===== config.mk =====
export PLATFORM = sky130hd
export DESIGN_NAME = ebi_vram_write_scheduler
export DESIGN_NICKNAME = d
export VERILOG_FILES = /design/src/rtl/display_pkg.sv /design/src/rtl/ebi_write_fifo.sv /design/src/rtl/ebi_vram_write_scheduler.sv
export SDC_FILE = /design/constraint.sdc
export NUM_CORES = 1
export LEC_CHECK = 0
export ABC_AREA = 0
export ABC_CLOCK_PERIOD_IN_PS = 9280
export CORE_ASPECT_RATIO = 1.25
export CORE_UTILIZATION = 50
export CTS_BUF_LIST = sky130_fd_sc_hd__clkbuf_4
export DETAILED_ROUTE_END_ITERATION = 10
export PLACE_DENSITY = 0.65
export SYNTH_ARGS = -nofsm -noshare
export SYNTH_HDL_FRONTEND = slang
export SYNTH_SLANG_ARGS = --single-unit

===== constraint.sdc =====
create_clock -name clk_100m -period 9.28 [get_ports clk_100m]
set_input_delay 1.856 -clock clk_100m [delete_from_list [all_inputs] [get_ports clk_100m]]
set_output_delay 1.856 -clock clk_100m [all_outputs]
set_load 0.005 [all_outputs]

===== src/rtl/display_pkg.sv =====
// display_pkg: shared bank codes, queued-write record and EBI synchronizer depth
// for the display driver's host write path.
package display_pkg;
    typedef enum logic [2:0] {
        OAM     = 3'd0,
        TAM     = 3'd1,
        SPRITE  = 3'd2,
        PALETTE = 3'd3,
        CTRL    = 3'd4
    } bank_e;

    typedef struct packed {
        bank_e       bank;
        logic [15:0] addr;
        logic [15:0] data;
    } ebi_wr_t;

    localparam int EBI_SYNC_STAGES = 2;
endpackage


===== src/rtl/ebi_write_fifo.sv =====
// ebi_write_fifo: in-order queue of host writes; an extra pointer bit separates
// full from empty so the level can reach DEPTH.
module ebi_write_fifo
    import display_pkg::*;
#(
    parameter int DEPTH = 8
) (
    input  logic                     clk_i,
    input  logic                     rst_ni,
    input  logic                     push_i,
    input  ebi_wr_t                  din_i,
    input  logic                     pop_i,
    output ebi_wr_t                  dout_o,
    output logic                     full_o,
    output logic                     empty_o,
    output logic [$clog2(DEPTH):0]   level_o
);
    localparam int AW = $clog2(DEPTH);

    logic [AW:0] wptr_q, rptr_q;
    ebi_wr_t     mem_q [DEPTH];

    always_ff @(posedge clk_i or negedge rst_ni) begin
        if (!rst_ni) begin
            wptr_q <= '0;
            rptr_q <= '0;
        end else begin
            if (push_i) wptr_q <= wptr_q + 1'b1;
            if (pop_i)  rptr_q <= rptr_q + 1'b1;
        end
    end

    always_ff @(posedge clk_i) begin
        if (push_i) mem_q[wptr_q[AW-1:0]] <= din_i;
    end

    assign dout_o  = mem_q[rptr_q[AW-1:0]];
    assign empty_o = wptr_q == rptr_q;
    assign full_o  = (wptr_q[AW] != rptr_q[AW]) && (wptr_q[AW-1:0] == rptr_q[AW-1:0]);
    assign level_o = wptr_q - rptr_q;
endmodule


===== src/rtl/ebi_vram_write_scheduler.sv =====
// ebi_vram_write_scheduler: decodes multiplexed EBI write cycles, queues them and
// releases each to its video-memory bank only when the renderer allows it.
module ebi_vram_write_scheduler
    import display_pkg::*;
#(
    parameter int FIFO_DEPTH  = 8,
    parameter int NUM_BANKS   = 5,
    parameter int OAM_BANK    = 0,
    parameter int SYNC_STAGES = EBI_SYNC_STAGES
) (
    input  logic                          clk_100m,
    input  logic                          btn_rst,
    input  logic [15:0]                   EBI_AD,
    input  logic                          EBI_ALE,
    input  logic                          EBI_WE,
    input  logic                          EBI_RE,
    input  logic [2:0]                    bank_select,
    input  logic                          vblank,
    input  logic [7:0]                    bank_busy,
    output logic [7:0]                    wr_en,
    output logic [15:0]                   wr_addr,
    output logic [15:0]                   wr_data,
    output logic [$clog2(FIFO_DEPTH):0]   fifo_level,
    output logic                          overflow,
    output logic                          bad_bank
);
    typedef enum logic [1:0] {IDLE, ADDR, ARMED, DATA} state_e;

    logic [SYNC_STAGES-1:0][2:0]  ctl_sync_q;
    logic [SYNC_STAGES-1:0][18:0] dat_sync_q;
    logic        ale_s, we_s, unused_re;
    logic [2:0]  bank_s;
    logic [15:0] ad_s;

    // Strobes idle high, so their synchronizers reset high to avoid a false edge.
    always_ff @(posedge clk_100m or negedge btn_rst) begin
        if (!btn_rst) begin
            ctl_sync_q <= '1;
            dat_sync_q <= '0;
        end else begin
            ctl_sync_q <= {ctl_sync_q[SYNC_STAGES-2:0], {EBI_ALE, EBI_WE, EBI_RE}};
            dat_sync_q <= {dat_sync_q[SYNC_STAGES-2:0], {bank_select, EBI_AD}};
        end
    end

    assign {ale_s, we_s, unused_re} = ctl_sync_q[SYNC_STAGES-1];
    assign {bank_s, ad_s}           = dat_sync_q[SYNC_STAGES-1];

    state_e      state_q;
    logic        ale_q, we_q, overflow_q, bad_bank_q;
    logic [15:0] addr_q, wr_addr_q, wr_data_q;
    logic [7:0]  wr_en_q;
    logic        ale_fall, ale_rise, we_fall, we_rise;
    logic        push_req, bank_ok, push, pop, full, empty;
    ebi_wr_t     din, head;

    assign ale_fall = ale_q & ~ale_s;
    assign ale_rise = ~ale_q & ale_s;
    assign we_fall  = we_q & ~we_s;
    assign we_rise  = ~we_q & we_s;
    assign push_req = (state_q == DATA) && we_rise;
    assign bank_ok  = int'(bank_s) < NUM_BANKS;
    assign pop      = !empty && !bank_busy[head.bank] && (int'(head.bank) != OAM_BANK || vblank);
    assign push     = push_req && bank_ok && (!full || pop);
    assign din      = '{bank: bank_e'(bank_s), addr: addr_q, data: ad_s};

    ebi_write_fifo #(.DEPTH(FIFO_DEPTH)) u_fifo (
        .clk_i   (clk_100m),
        .rst_ni  (btn_rst),
        .push_i  (push),
        .din_i   (din),
        .pop_i   (pop),
        .dout_o  (head),
        .full_o  (full),
        .empty_o (empty),
        .level_o (fifo_level)
    );

    always_ff @(posedge clk_100m or negedge btn_rst) begin
        if (!btn_rst) begin
            state_q    <= IDLE;
            ale_q      <= 1'b1;
            we_q       <= 1'b1;
            addr_q     <= '0;
            wr_en_q    <= '0;
            wr_addr_q  <= '0;
            wr_data_q  <= '0;
            overflow_q <= 1'b0;
            bad_bank_q <= 1'b0;
        end else begin
            ale_q <= ale_s;
            we_q  <= we_s;
            case (state_q)
                IDLE:  if (ale_fall) state_q <= ADDR;
                ADDR:  if (ale_rise) begin
                           addr_q  <= ad_s;
                           state_q <= ARMED;
                       end
                ARMED: if (we_fall) state_q <= DATA;
                       else if (ale_fall) state_q <= ADDR;
                DATA:  if (we_rise) state_q <= IDLE;
            endcase
            wr_en_q <= pop ? (8'd1 << head.bank) : 8'd0;
            if (pop) begin
                wr_addr_q <= head.addr;
                wr_data_q <= head.data;
            end
            if (push_req && !bank_ok) bad_bank_q <= 1'b1;
            if (push_req && bank_ok && full && !pop) overflow_q <= 1'b1;
        end
    end

    assign wr_en    = wr_en_q;
    assign wr_addr  = wr_addr_q;
    assign wr_data  = wr_data_q;
    assign overflow = overflow_q;
    assign bad_bank = bad_bank_q;
endmodule


==> reports/metrics.yaml <==
timing:
  timing_hold_violations_final: 0
  maxSlewViolCount: 0
  slew_headroom_pct: 33.97
  tightest_slew_ns: 0.9890
  timing.hold.ws_ns: 0.3472
  setup_total_negative_slack_ns: 0
  final_period_minus_worst_setup_slack_ns: 4.922
  report.final.setup_viol: 0
  grt_setup_unrepaired: "no"
  fmax_mhz: 203.2
  period_share_pct: 53.04
  fin_skew_ns: 0.03058
clocking:
  ctsRootBufferMaster: "sky130_fd_sc_hd__clkbuf_4"
  tritoncts_num_sinks: 392
  clk_pin_slew_ns: 0.06
  cts_hold_buffers: 0
  cts_max_path_buffers: 3
  cts_resized: 0
  htreeDepth: 3
  post_cts.repair.setup_buffers: 0
  cts_inserted_buffers: 89
  source_to_sink_clock_delay_at_the_later_pin_of_the_worst_skew_pair_ns: 0.71
  tritoncts: "built"
yosys:
  synth.area.top_cells: "sky130_fd_sc_hd__edfxtp_1, sky130_fd_sc_hd__dfrtp_1, sky130_fd_sc_hd__mux4_2, sky130_fd_sc_hd__nand2_1, sky130_fd_sc_hd__a41oi_1"
  synth_area_leader_cell: "sky130_fd_sc_hd__edfxtp_1"
  post_synthesis_average_cell_area_um2: 19.40
  synth.top_cell.area_share_pct: 57.93
  post_synth_num_cell_types: 42
  sequential_share_of_the_synthesized_area_pct: 77.29
  area_of_the_mapped_netlist_um2: 14510
  syn_nets: 787
  post_synth_inst_count: 748
  synth_edf_count: 280
  synth.yosys.warnings: 0
  dominantRegCellSynth: "sky130_fd_sc_hd__edfxtp_1"
  ys_async_sr_fraction_pct: 28.57
  synth_seq_cells: 392
placement:
  io_buffers: 77
  place_hpwl_mm: 14.93
  postPlaceCellArea_um2: 15720
  gpl.final_weighted_congestion: 0.6857
critical_path:
  crit_path_cell_trace: "inv_2 -> ha_1 -> a21oi_1 -> xor2_1 -> clkdlybuf4s50_1"
  worstPathArrival_ns: 3.07
  cpPeakStageDelay_ns: 0.72
  timing.critical_path.fanout_max: 36
  required_time_worst_endpoint_ns: 7.42
  worst_setup_path_end_kind: "primary output"
  slowest_cp_cell: "sky130_fd_sc_hd__inv_2"
  critPathKind: "register to primary output"
  crit_path_start_kind: "register"
floorplan:
  die-height_um: 192.5
  fp.dieArea_um2: 29720
  start_util_pct: 50.94
  top_level_ports: 79
  fp.coreArea_um2: 28490
  fp.dieW_um: 154.4
  std_cell_rows: 69
final_layout:
  finalInstanceArea_um2: 16920
  filler_cell_count: 2120
  finalCoreUtilization_pct: 59.37
  finalNetCount: 929
  fraction_of_layout_cells_with_a_size_suffix_above_1_pct: 27.92
  flow.area_growth_from_synthesis_pct: 16.54
grt:
  groute.layer.met1.usage_pct: 26.70
  grt_antenna_before_repair: 1
  grt_start_max_net_pins: 73
  global_route.overflow_total: 0
  grt_util_met3_pct: 3.818
  global_route.peak_usage_layer: "met2"
  grtUsageTotal_pct: 21.29
  grt_first_pass_wirelength_mm: 46.17
  met2_usage_pct: 36.96
  grt_pass1_vias: 8183
worst_hold_path:
  timing.hold.worst.class: "register to register"
detailed_routing:
  route.vias.total: 7449
  detailed_routing_iteration_count_for_the_pre_antenna_repair_pass: 4
  detail_route.wl_per_cell_um: 22.35
  vias_per_cell: 5.626
  1st_iter_drt_viols: 472
  remaining_drc_errors: 0
  routed_wirelength_mm: 29.60
  ant_nets: 0
flow_run:
  cap_violations: 0
power:
  vdd_drop_max_v: 0.0002972
  report.power.total_mw: 5.229
  power.density_nw_per_um2: 309.1
  total_leakage_power_nw: 5.976
run_status:
  run_status: "finished clean"
==> synthesized netlist by cell type, types with 5 or more instances <==
cell type                  number
sky130_fd_sc_hd__edfxtp_1     280
sky130_fd_sc_hd__dfstp_2        6
sky130_fd_sc_hd__dfrtp_1      106
sky130_fd_sc_hd__clkbuf_1      23
sky130_fd_sc_hd__mux2i_1        9
sky130_fd_sc_hd__xnor2_1        7
sky130_fd_sc_hd__inv_1         11
sky130_fd_sc_hd__buf_1          5
sky130_fd_sc_hd__a41oi_1       32
sky130_fd_sc_hd__nand2_1       75
sky130_fd_sc_hd__nor3_1         5
sky130_fd_sc_hd__a21oi_1       34
sky130_fd_sc_hd__ha_1           5
sky130_fd_sc_hd__mux4_2        69
sky130_fd_sc_hd__nor2_1        13
sky130_fd_sc_hd__buf_2         12
sky130_fd_sc_hd__nand3_1        5
sky130_fd_sc_hd__mux2_2        17
==> worst paths after layout <==
path,endpoint,cells after the start,slack (ns),from
max,fifo_level[3],5,4.36,u_fifo.rptr_q[2]
min,ad_s[8],0,0.35,dat_sync_q[8]
max reg2reg,u_fifo.mem_q[6][12],9,4.65,u_fifo.rptr_q[1]
min reg2reg,ad_s[8],0,0.35,dat_sync_q[8]
max in group asynchronous,u_fifo.rptr_q[0],2,6.71,btn_rst
min in group asynchronous,ad_s[12],1,1.24,btn_rst
==> layout make-up <==
class                           count  area, um2  area share (%)
Sequential cell                   392      11220           66.35
Multi-Input combinational cell    303       3129           18.50
Clock buffer                      140       1051           6.213
Timing Repair Buffer               92      880.8           5.207
Tap cell                          355      444.2           2.626
Clock inverter                     28      136.4          0.8063
Inverter                           12      45.04          0.2663
Antenna cell                        2      5.005         0.02959
==> critical path, delay by kind of cell (launching register included) <==
| family | cells | cell delay [ns] |
|---|---|---|
| AOI/OAI and AO/OA | 1 | 0.17 |
| xor gates and xnor gates | 1 | 0.17 |
| buffers and inverters | 2 | 1.23 |
| DFF | 1 | 0.39 |
| adders and majority gates | 1 | 0.41 |
==> metrics by stage <==
step                      instances  setup WS [ns]
after detailed placement       1154          4.269
after CTS                      1322          4.238
after global routing           1324          4.190
after global placement         1154          4.397
after floorplan                 748          2.807
final                          1324          4.358
==> power breakdown <==
| part | switching [mW] | leakage (nW) | total (mW) | internal [mW] |
|---|---|---|---|---|
| logic | 0.746 | 1.43 | 1.50 | 0.750 |
| registers | 0.243 | 3.83 | 2.38 | 2.14 |
| clock network | 0.634 | 0.712 | 1.35 | 0.717 |
==> sequential cells by signal, indices dropped and copies added (netlist names) <==
signal / cells
u_fifo.mem_q: 280
dat_sync_q: 19
ad_s: 16
addr_q: 16
wr_addr: 16
wr_data: 16
wr_en: 8
u_fifo.rptr_q: 4
u_fifo.wptr_q: 4
bank_s: 3
ctl_sync_q: 3
state_q: 2
ale_q: 1
ale_s: 1
bad_bank: 1
overflow: 1
we_q: 1
==> placed cells by master (no fill, tap or decap), types with 10 or more instances in the layout <==
master	instances
sky130_fd_sc_hd__a21oi_1	34
sky130_fd_sc_hd__a41oi_1	32
sky130_fd_sc_hd__buf_4	16
sky130_fd_sc_hd__clkbuf_4	140
sky130_fd_sc_hd__clkdlybuf4s50_1	76
sky130_fd_sc_hd__clkinv_1	21
sky130_fd_sc_hd__dfrtp_1	104
sky130_fd_sc_hd__edfxtp_1	280
sky130_fd_sc_hd__inv_1	10
sky130_fd_sc_hd__mux2_2	17
sky130_fd_sc_hd__mux4_2	69
sky130_fd_sc_hd__nand2_1	75
sky130_fd_sc_hd__nor2_1	13
==> kinds of logic (layout without fill, tap and decap cells) <==
| logic type | Yosys count | count (layout) | share of synthesized area (%) |
|---|---|---|---|
| AND/OR/NAND/NOR | 111 | 111 | 3.224 |
| AO/OA/AOI/OAI | 79 | 79 | 3.948 |
| flip-flops | 392 | 392 | 77.29 |
| XOR/XNOR | 9 | 9 | 0.5431 |
| multiplexers | 97 | 97 | 12.83 |
| adder cells (fa/ha/maj) | 7 | 7 | 0.6379 |
| buffers and inverters | 53 | 272 | 1.526 |
| other | 0 | 2 | 0 |
==> per-layer routing <==
metal	wire length, um	up-vias
li1	-	3314
met5	0	-
met1	11850	3869
met2	15670	231
met4	476	0
met3	1599	35
(Power assumes the default switching activity.)
